**src/rtl/morse_emit_char_pkg.sv**
```systemverilog
// morse_emit_char_pkg: shared widths, FSM state type and the duration helper for the Morse emitter
package morse_emit_char_pkg;
  localparam int PULSE_CNT_W = 8;
  localparam int MAX_MORSE_LEN = 6;
  localparam int MORSE_LEN_W = 3;
  typedef enum logic [1:0] {IDLE = 2'd0, MARK = 2'd1, SPACE = 2'd2, GAP = 2'd3} state_t;
  function automatic logic [PULSE_CNT_W-1:0] last_tick(input logic [PULSE_CNT_W-1:0] d);
    return d == '0 ? '0 : d - 1'b1;
  endfunction
endpackage

```
**src/rtl/morse_emit_char_counter.sv**
```systemverilog
// morse_emit_char_counter: W-bit tick counter; clk, ce (count enable), sclr (sync clear, priority), q (count)
module morse_emit_char_counter #(
  parameter int W = 8
) (
  input  logic         clk,
  input  logic         ce,
  input  logic         sclr,
  output logic [W-1:0] q
);
  always_ff @(posedge clk)
    q <= sclr ? '0 : ce ? q + 1'b1 : q;
endmodule

```
**src/rtl/morse_emit_char.sv**
```systemverilog
// morse_emit_char: keys one Morse character onto signal; in clk/rst/ce/start/len/dits_dahs/word_gap/dit_time/dah_time/word_time, out signal/busy/done/error
module morse_emit_char
  import morse_emit_char_pkg::*;
(
  input  logic                     clk,
  input  logic                     rst,
  input  logic                     ce,
  input  logic                     start,
  input  logic [MORSE_LEN_W-1:0]   len,
  input  logic [MAX_MORSE_LEN-1:0] dits_dahs,
  input  logic                     word_gap,
  input  logic [PULSE_CNT_W-1:0]   dit_time,
  input  logic [PULSE_CNT_W-1:0]   dah_time,
  input  logic [PULSE_CNT_W-1:0]   word_time,
  output logic                     signal,
  output logic                     busy,
  output logic                     done,
  output logic                     error
);
  state_t state;
  logic [MORSE_LEN_W-1:0] idx;
  logic [MAX_MORSE_LEN-1:0] dd_q;
  logic wg_q;
  logic [PULSE_CNT_W-1:0] dit_q, dah_q, word_q, dur, cnt;
  logic accept, tick_end;
  assign accept = start & ce & ~busy;
  assign dur = state == MARK ? (dd_q[idx] ? dah_q : dit_q) :
               state == SPACE ? dit_q : (wg_q ? word_q : dah_q);
  assign tick_end = ce & busy & (cnt == last_tick(dur));
  morse_emit_char_counter #(.W(PULSE_CNT_W)) u_cnt (
    .clk  (clk),
    .ce   (ce & busy),
    .sclr (accept | tick_end | rst),
    .q    (cnt)
  );
  always_ff @(posedge clk) begin
    if (rst) begin
      state <= IDLE;
      idx <= '0;
      dd_q <= '0;
      wg_q <= 1'b0;
      dit_q <= '0;
      dah_q <= '0;
      word_q <= '0;
      signal <= 1'b0;
      busy <= 1'b0;
      done <= 1'b0;
      error <= 1'b0;
    end else begin
      done <= 1'b0;
      error <= 1'b0;
      if (accept) begin
        idx <= len - 1'b1;
        dd_q <= dits_dahs;
        wg_q <= word_gap;
        dit_q <= dit_time;
        dah_q <= dah_time;
        word_q <= word_time;
        if (len > MORSE_LEN_W'(MAX_MORSE_LEN)) begin
          done <= 1'b1;
          error <= 1'b1;
        end else if (len != '0) begin
          state <= MARK;
          busy <= 1'b1;
          signal <= 1'b1;
        end else if (word_gap) begin
          state <= GAP;
          busy <= 1'b1;
        end else begin
          done <= 1'b1;
        end
      end else if (tick_end) begin
        case (state)
          MARK: begin
            signal <= 1'b0;
            state <= idx != '0 ? SPACE : GAP;
            idx <= idx != '0 ? idx - 1'b1 : idx;
          end
          SPACE: begin
            signal <= 1'b1;
            state <= MARK;
          end
          GAP: begin
            state <= IDLE;
            busy <= 1'b0;
            done <= 1'b1;
          end
          default: state <= IDLE;
        endcase
      end
    end
  end
endmodule

```
**config.mk**
```make
export PLATFORM = sky130hd
export DESIGN_NAME = morse_emit_char
export DESIGN_NICKNAME = d
export VERILOG_FILES = /design/src/rtl/morse_emit_char_pkg.sv /design/src/rtl/morse_emit_char_counter.sv /design/src/rtl/morse_emit_char.sv
export SDC_FILE = /design/constraint.sdc
export NUM_CORES = 1
export LEC_CHECK = 0
export BUFFER_PORTS_ARGS = -buffer_cell sky130_fd_sc_hd__buf_2
export CAP_MARGIN = 20
export CORE_ASPECT_RATIO = 1.1
export CORE_MARGIN = 5
export CORE_UTILIZATION = 43
export CTS_CLUSTER_SIZE = 12
export DETAILED_ROUTE_END_ITERATION = 8
export PLACE_DENSITY_LB_ADDON = 0.25
export RECOVER_POWER = 50
export SKIP_CTS_REPAIR_TIMING = 1
export SLEW_MARGIN = 15
export SYNTH_ARGS = -nofsm -noshare
export SYNTH_HDL_FRONTEND = slang
export SYNTH_HIERARCHICAL = 1
export SYNTH_SLANG_ARGS = --single-unit
```
**constraint.sdc**
```tcl
create_clock -name clk -period 3.9 [get_ports clk]
set_input_delay 0.195 -clock clk [delete_from_list [all_inputs] [get_ports clk]]
set_output_delay 0.195 -clock clk [all_outputs]
set_load 0.02 [all_outputs]
```
==> results of run 1 <==
## state kept, by name, indices dropped and copies added, names as in the netlist, 2 cells and up
register / count
dah_q: 8
dd_q: 6
dit_q: 8
idx: 3
state: 2
u_cnt/q: 8
word_q: 8
## metrics by stage
stage	utilization	hold slack (ns)	power (mW)
6_report	0.546	0.117	1.25
3_3_place_gp	0.500	0.435	0.890
3_5_place_dp	0.500	0.436	0.897
5_1_grt	0.546	0.107	1.33
2_1_floorplan	-	0.279	0.786
4_1_cts	0.514	0.100	1.20
## logic make-up (layout without fill, tap and decap cells)
family                   count (synthesis)  in the layout  synth area share
XOR/XNOR                                10             10            0.0330
AND/OR/NAND/NOR                        160            160             0.268
buffers and inverters                   35             97            0.0504
AO/OA/AOI/OAI                           95             95             0.222
multiplexers                            17             17            0.0626
flip-flops                              48             48             0.334
adder cells (fa/ha/maj)                  7              7            0.0304
## worst min-delay path, stage by stage
cell and delay (ns):
buf_2 0.09, nand2_1 0.05, a21oi_1 0.05
## cell type report
| type | count | area [um2] | share of cell area |
|---|---|---|---|
| Clock inverter | 2 | 16.3 | 0.00455 |
| Inverter | 13 | 48.8 | 0.0136 |
| Multi-Input combinational cell | 289 | 1900 | 0.532 |
| Clock buffer | 6 | 72.6 | 0.0203 |
| Tap cell | 82 | 103 | 0.0287 |
| Sequential cell | 48 | 966 | 0.270 |
| Timing Repair Buffer | 76 | 467 | 0.131 |
## path summary, 6_finish.rpt
path	to
setup / recovery	idx[1]
hold / removal	dah_q[7]
setup reg to reg	idx[1]
hold reg to reg	word_q[5]
## Yosys cell counts (all sizes together), types with 2 or more instances
cell type and count:
mux2 8, nand2b 4, nand2 80, nand3 11, a21oi 42, o211ai 6
nor2 18, nor3 5, a211oi 7, a31oi 6, nand4 8, and4 4
xor2 7, o31ai 4, buf 6, a31o 3, mux2i 9, o21ai 10
ha 7, nor2b 6, and3 3, dfxtp 48, inv 13, clkbuf 16
or3 8, or2 4, and2 3, o2bb2ai 2, xnor2 3, nor4 2
a21o 3
## layer usage
metal  track usage  vias up  share of wire  wire (um)
li1              -     1443              -          -
met1         0.220     1354           0.45       3420
met2         0.306       52           0.49       3720
met3        0.0231       16          0.028        207
met4        0.0718        0          0.023        173
met5             0        -              0          0
## report_power, final
part	internal, mW	switching, mW	leakage (nW)
logic	0.195	0.216	0.987
registers	0.513	0.0215	0.392
clock network	0.128	0.175	0.0414
==> flow_summary.toml, run 1 <==
[outcome]
status = "complete, but fails checks"
violations = "capacitance limit, slew limit"

[power_and_ir_drop]
vdd_ir_drop_max_mv = 0.204
p_per_area_nw_per_um2 = 349
leakage_nw = 1.42

[floorplanning]
die_x_um = 88.0
die_h_um = 95.8
ios = 42
start_util = 0.439
core_um2 = 6560
row_count = 31
die_area_um2 = 8440

[synthesis]
seq_area_frac_synth = 0.334
ys_warn_count = 6
synth-edff-count = 0
synth_area_leaders = "dfxtp_1, nand2_1, a21oi_1, mux2i_1, ha_1"
synthFlopType = "dfxtp_1"
async_reset_ff_frac = 0
netlist_area_um2 = 2880
netlist.area_leader.share = 0.334
synth.avg_cell_area_um2 = 7.74
syn-num-nets = 417
synth.distinct_cells = 58
yosys.area.top_type = "dfxtp_1"
synth_cells = 372
synth-seq-cells = 48

[grt]
grt_max_degree = 45
grt_pass1_vias = 2689
grt_pass1_wl_mm = 12.0
grt-ovfl-total = 0
grt_antenna_before_repair = 0
grt_use_total = 0.176

[sta]
timing.fmax_mhz = 265
hold_viol = 0
setup_tns_ns = 0
finalCritPeriodShare = 0.969
max_slew_margin = -0.366
setup_ws_ns = 0.121
finalSetupViolCount = 0
slew_viol_final = 39
finalCriticalPeriod_ns = 3.78
finClkSkew_ns = 0.00481
worst_pin_slew_ns = 2.05

[drt]
route.detailed.drc = 0
drtIter0Drc = 144
vias = 2865
drt_first_pass_iters = 4
drt-vias-per-instance = 5.55
wirelength_mm = 7.53
antenna_left = 0
wl_per_cell_um = 14.6

[clocking]
insertion_delay_ns = 0.30
path_clk_slew_ns = 0.09
clock-sinks = 48
cts_buffers = 5
root_buffer = "clkbuf_8"
h-tree-depth = 2
clockBufferDepth = 2
cts_tree = "built"

[setup_path]
ff2ff_setup_slack_ns = 0.12
crit_type = "flop to flop"
cp_num_buf_inv = 2
reg2reg_depth = 15
crit_chain = "mux2_2 > a222oi_1 > buf_4 > o2bb2ai_2 > a21o_1 > inv_1 > ha_2 > o311ai_4 > or3_4 > o221ai_4 > xor2_1 > or3_4 > a41oi_4 > a21oi_2 > mux2_1"
r2r_start = "idx[2]"
critPathRequiredTime_ns = 4.10
critPathLaunchType = "flop"
worstSetupStartpoint = "idx[2]"
slowest_delay_ns = 0.42
worstSetupEndpointType = "flop"
path_common_cell = "or3_4"
cp_max_fo = 6
crit_cells = 15
cp_slowest_cell = "or3_4"
cpLargestDelayFamily = "compound AO/OA/AOI/OAI gates"
crit_arrival_ns = 3.98

[layout]
fillers = 622
final_cells = 516
final_nets = 478
final_area_um2 = 3580
syn_to_final_growth_pct = 24.2
antennaDiodeCount = 0
most-common-layout-cells = "nand2_1, dfxtp_1, a21oi_1, buf_2, buf_4"
drive_above_1_share = 0.283
final_common_cell = "nand2_1"

[hold_path]
hp-start = "dah_time[7]"
holdPathStages = 3
hp-class = "primary input to flop"

[placed_design]
port_buffers = 41
dp_hpwl_mm = 5.42
gp_congestion = 0.925
place_inst = 495
dpl_cell_area_um2 = 3280
dpl_worst_slack_ns = 0.00262

[flow_run]
drv_cap = 1
(Power assumes the default switching activity.)
==> inputs of run 2 (changes only) <==
--- a/config.mk
+++ b/config.mk
@@ -5,6 +5,7 @@
 export SDC_FILE = /design/constraint.sdc
 export NUM_CORES = 1
 export LEC_CHECK = 0
+export ABC_AREA = 1
 export BUFFER_PORTS_ARGS = -buffer_cell sky130_fd_sc_hd__buf_2
 export CAP_MARGIN = 20
 export CORE_ASPECT_RATIO = 1.1
==> flow_summary.toml, run 2 <==
[placed_design]
dpl_worst_slack_ns = 0.815
dp_hpwl_mm = 4.92
gp_congestion = 0.837
port_buffers = 41
place_inst = 547

[grt]
grt_max_degree = 38
busiest_layer = "met2"
grt_pass1_vias = 2555
grt_use_met2 = 0.276
grt_use_total = 0.165
grt-ovfl-total = 0
grt_antenna_before_repair = 0
use_met1 = 0.216
use_met3 = 0.0277
grt_pass1_wl_mm = 11.3

[setup_path]
cpLargestDelayFamily = "simple AND/OR/NAND/NOR gates"
critPathLaunchType = "flop"
r2r_start = "state[0]"
worstSetupEndpointType = "flop"
worstSetupStartpoint = "state[0]"
crit_type = "flop to flop"
cp_max_fo = 17
crit_cells = 19
reg2reg_depth = 19
cp_num_buf_inv = 3
cp_slowest_cell = "ha_1"
crit_chain = "ha_1 > inv_1 > nand2_1 > nand2_1 > inv_1 > ha_1 > nand2_1 > nor2_2 > nand2_4 > nand3b_1 > nand2_1 > nor2_1 > nand2_1 > nor2_4 > nand2_2 > nand3_1 > inv_1 > o21ai_0 > a21oi_1"
critPathRequiredTime_ns = 4.09
path_common_cell = "nand2_1"
slowest_delay_ns = 0.58
crit_arrival_ns = 3.31

[hold_path]
hp-start = "dit_time[6]"
holdPathStages = 3
hp-class = "primary input to flop"

[synthesis]
synthAdderAreaFrac = 0.0309
synth_most_common_cell = "nand2_1"
synth_cells = 439
yosys.area_share.simple = 0.369
synth_top_family_by_area = "simple AND/OR/NAND/NOR gates"
synth.avg_cell_area_um2 = 6.47
synthFlopType = "dfxtp_1"
synth.distinct_cells = 25
synth-edff-count = 0
ys_warn_count = 6
synthMuxAreaShare = 0
synthXorXnorAreaFrac = 0.00617
synth-seq-cells = 48
netlist_area_um2 = 2840
yosys.area.top_type = "dfxtp_1"
synth-compound-area-share = 0.158
seq_area_frac_synth = 0.338
async_reset_ff_frac = 0
synth_area_leaders = "dfxtp_1, nand2_1, o21ai_0, nor2_1, inv_1"
syn-num-nets = 484
netlist_top_cells_count = "nand2_1, nor2_1, o21ai_0"
netlist.area_leader.share = 0.338

[sta]
hold_viol = 0
max_slew_margin = 0.0830
finalSetupViolCount = 0
timing.fmax_mhz = 321
finClkSkew_ns = 0.00862
setup_tns_ns = 0
finalCriticalPeriod_ns = 3.11
finalCritPeriodShare = 0.798
setup_ws_ns = 0.788
worst_pin_slew_ns = 1.38
rsz0062_at_grt = "no"
slew_viol_final = 0

[layout]
syn_to_final_growth_pct = 12.8
most-common-layout-cells = "nand2_1, nor2_1, o21ai_0, inv_1, dfxtp_1"
final_common_cell = "nand2_1"
antennaDiodeCount = 0
final_cells = 556
multi_input_area_um2 = 1600
final_nets = 518
drive_above_1_share = 0.160
seq_area_um2 = 961
fillers = 700

[outcome]
status = "completed"

[floorplanning]
core_um2 = 6520
die_area_um2 = 8330
start_util = 0.436
row_count = 31
die_h_um = 95.2
die_x_um = 87.5
ios = 42

[flow_run]
drv_cap = 0

[drt]
drtIter0Drc = 183
route.detailed.drc = 0
antenna_left = 0
vias = 2777
wirelength_mm = 6.54
wl_per_cell_um = 11.8
drt-vias-per-instance = 4.99
drt_first_pass_iters = 7

[clocking]
clockBufferDepth = 2
h-tree-depth = 2
path_clk_slew_ns = 0.09
root_buffer = "clkbuf_8"
cts_tree = "built"
clock-sinks = 48
insertion_delay_ns = 0.31
cts_buffers = 5

[power_and_ir_drop]
leakage_nw = 1.46
p_per_area_nw_per_um2 = 398
vdd_ir_drop_max_mv = 0.188
==> run 2: worst min-delay path: cells and delay by family <==
family	cells	cell delay, ns
simple gates	2	0.11
buf+inv	1	0.07
==> run 2: logic make-up after synthesis <==
kind of cell	Yosys count
xor+xnor	2
fa+ha+maj	7
compound gates	88
simple gates	224
flops	48
buf+inv	70
==> run 2: where the power goes <==
group / internal, mW / total [mW] / leakage, nW / switching [mW]
clock: 0.210 / 0.384 / 0.0614 / 0.174
sequential: 0.519 / 0.542 / 0.394 / 0.0229
combinational: 0.124 / 0.347 / 1.00 / 0.223
==> run 2: layer usage <==
metal	vias to the layer above	wire, um
met1	1222	3110
met2	62	3030
met5	-	0
li1	1480	-
met3	13	282
met4	0	120
==> run 2: layout make-up <==
class	count	area share
multi-input combinational	321	0.501
tap	82	0.0320
inverter	53	0.0621
clock buffer	6	0.0258
clock inverter	2	0.0121
sequential	48	0.300
timing repair buffer	44	0.0672
==> run 2: path summary, 6_finish.rpt <==
kind | slack [ns] | end
min reg2reg | 0.47 | word_q[2]
max reg2reg | 0.79 | u_cnt/q[1]
min | 0.11 | dit_q[6]
max | 0.79 | u_cnt/q[1]
==> run 2: per-stage QoR <==
step / util / area (um2) / total power, mW / hold slack [ns]
4_1_cts: 0.492 / 3210 / 1.28 / 0.101
6_report: 0.491 / 3200 / 1.27 / 0.107
3_3_place_gp: 0.474 / 3090 / 0.896 / 0.416
3_5_place_dp: 0.474 / 3090 / 0.902 / 0.425
5_1_grt: 0.491 / 3200 / 1.36 / 0.116
2_1_floorplan: - / 2840 / 0.825 / 0.264
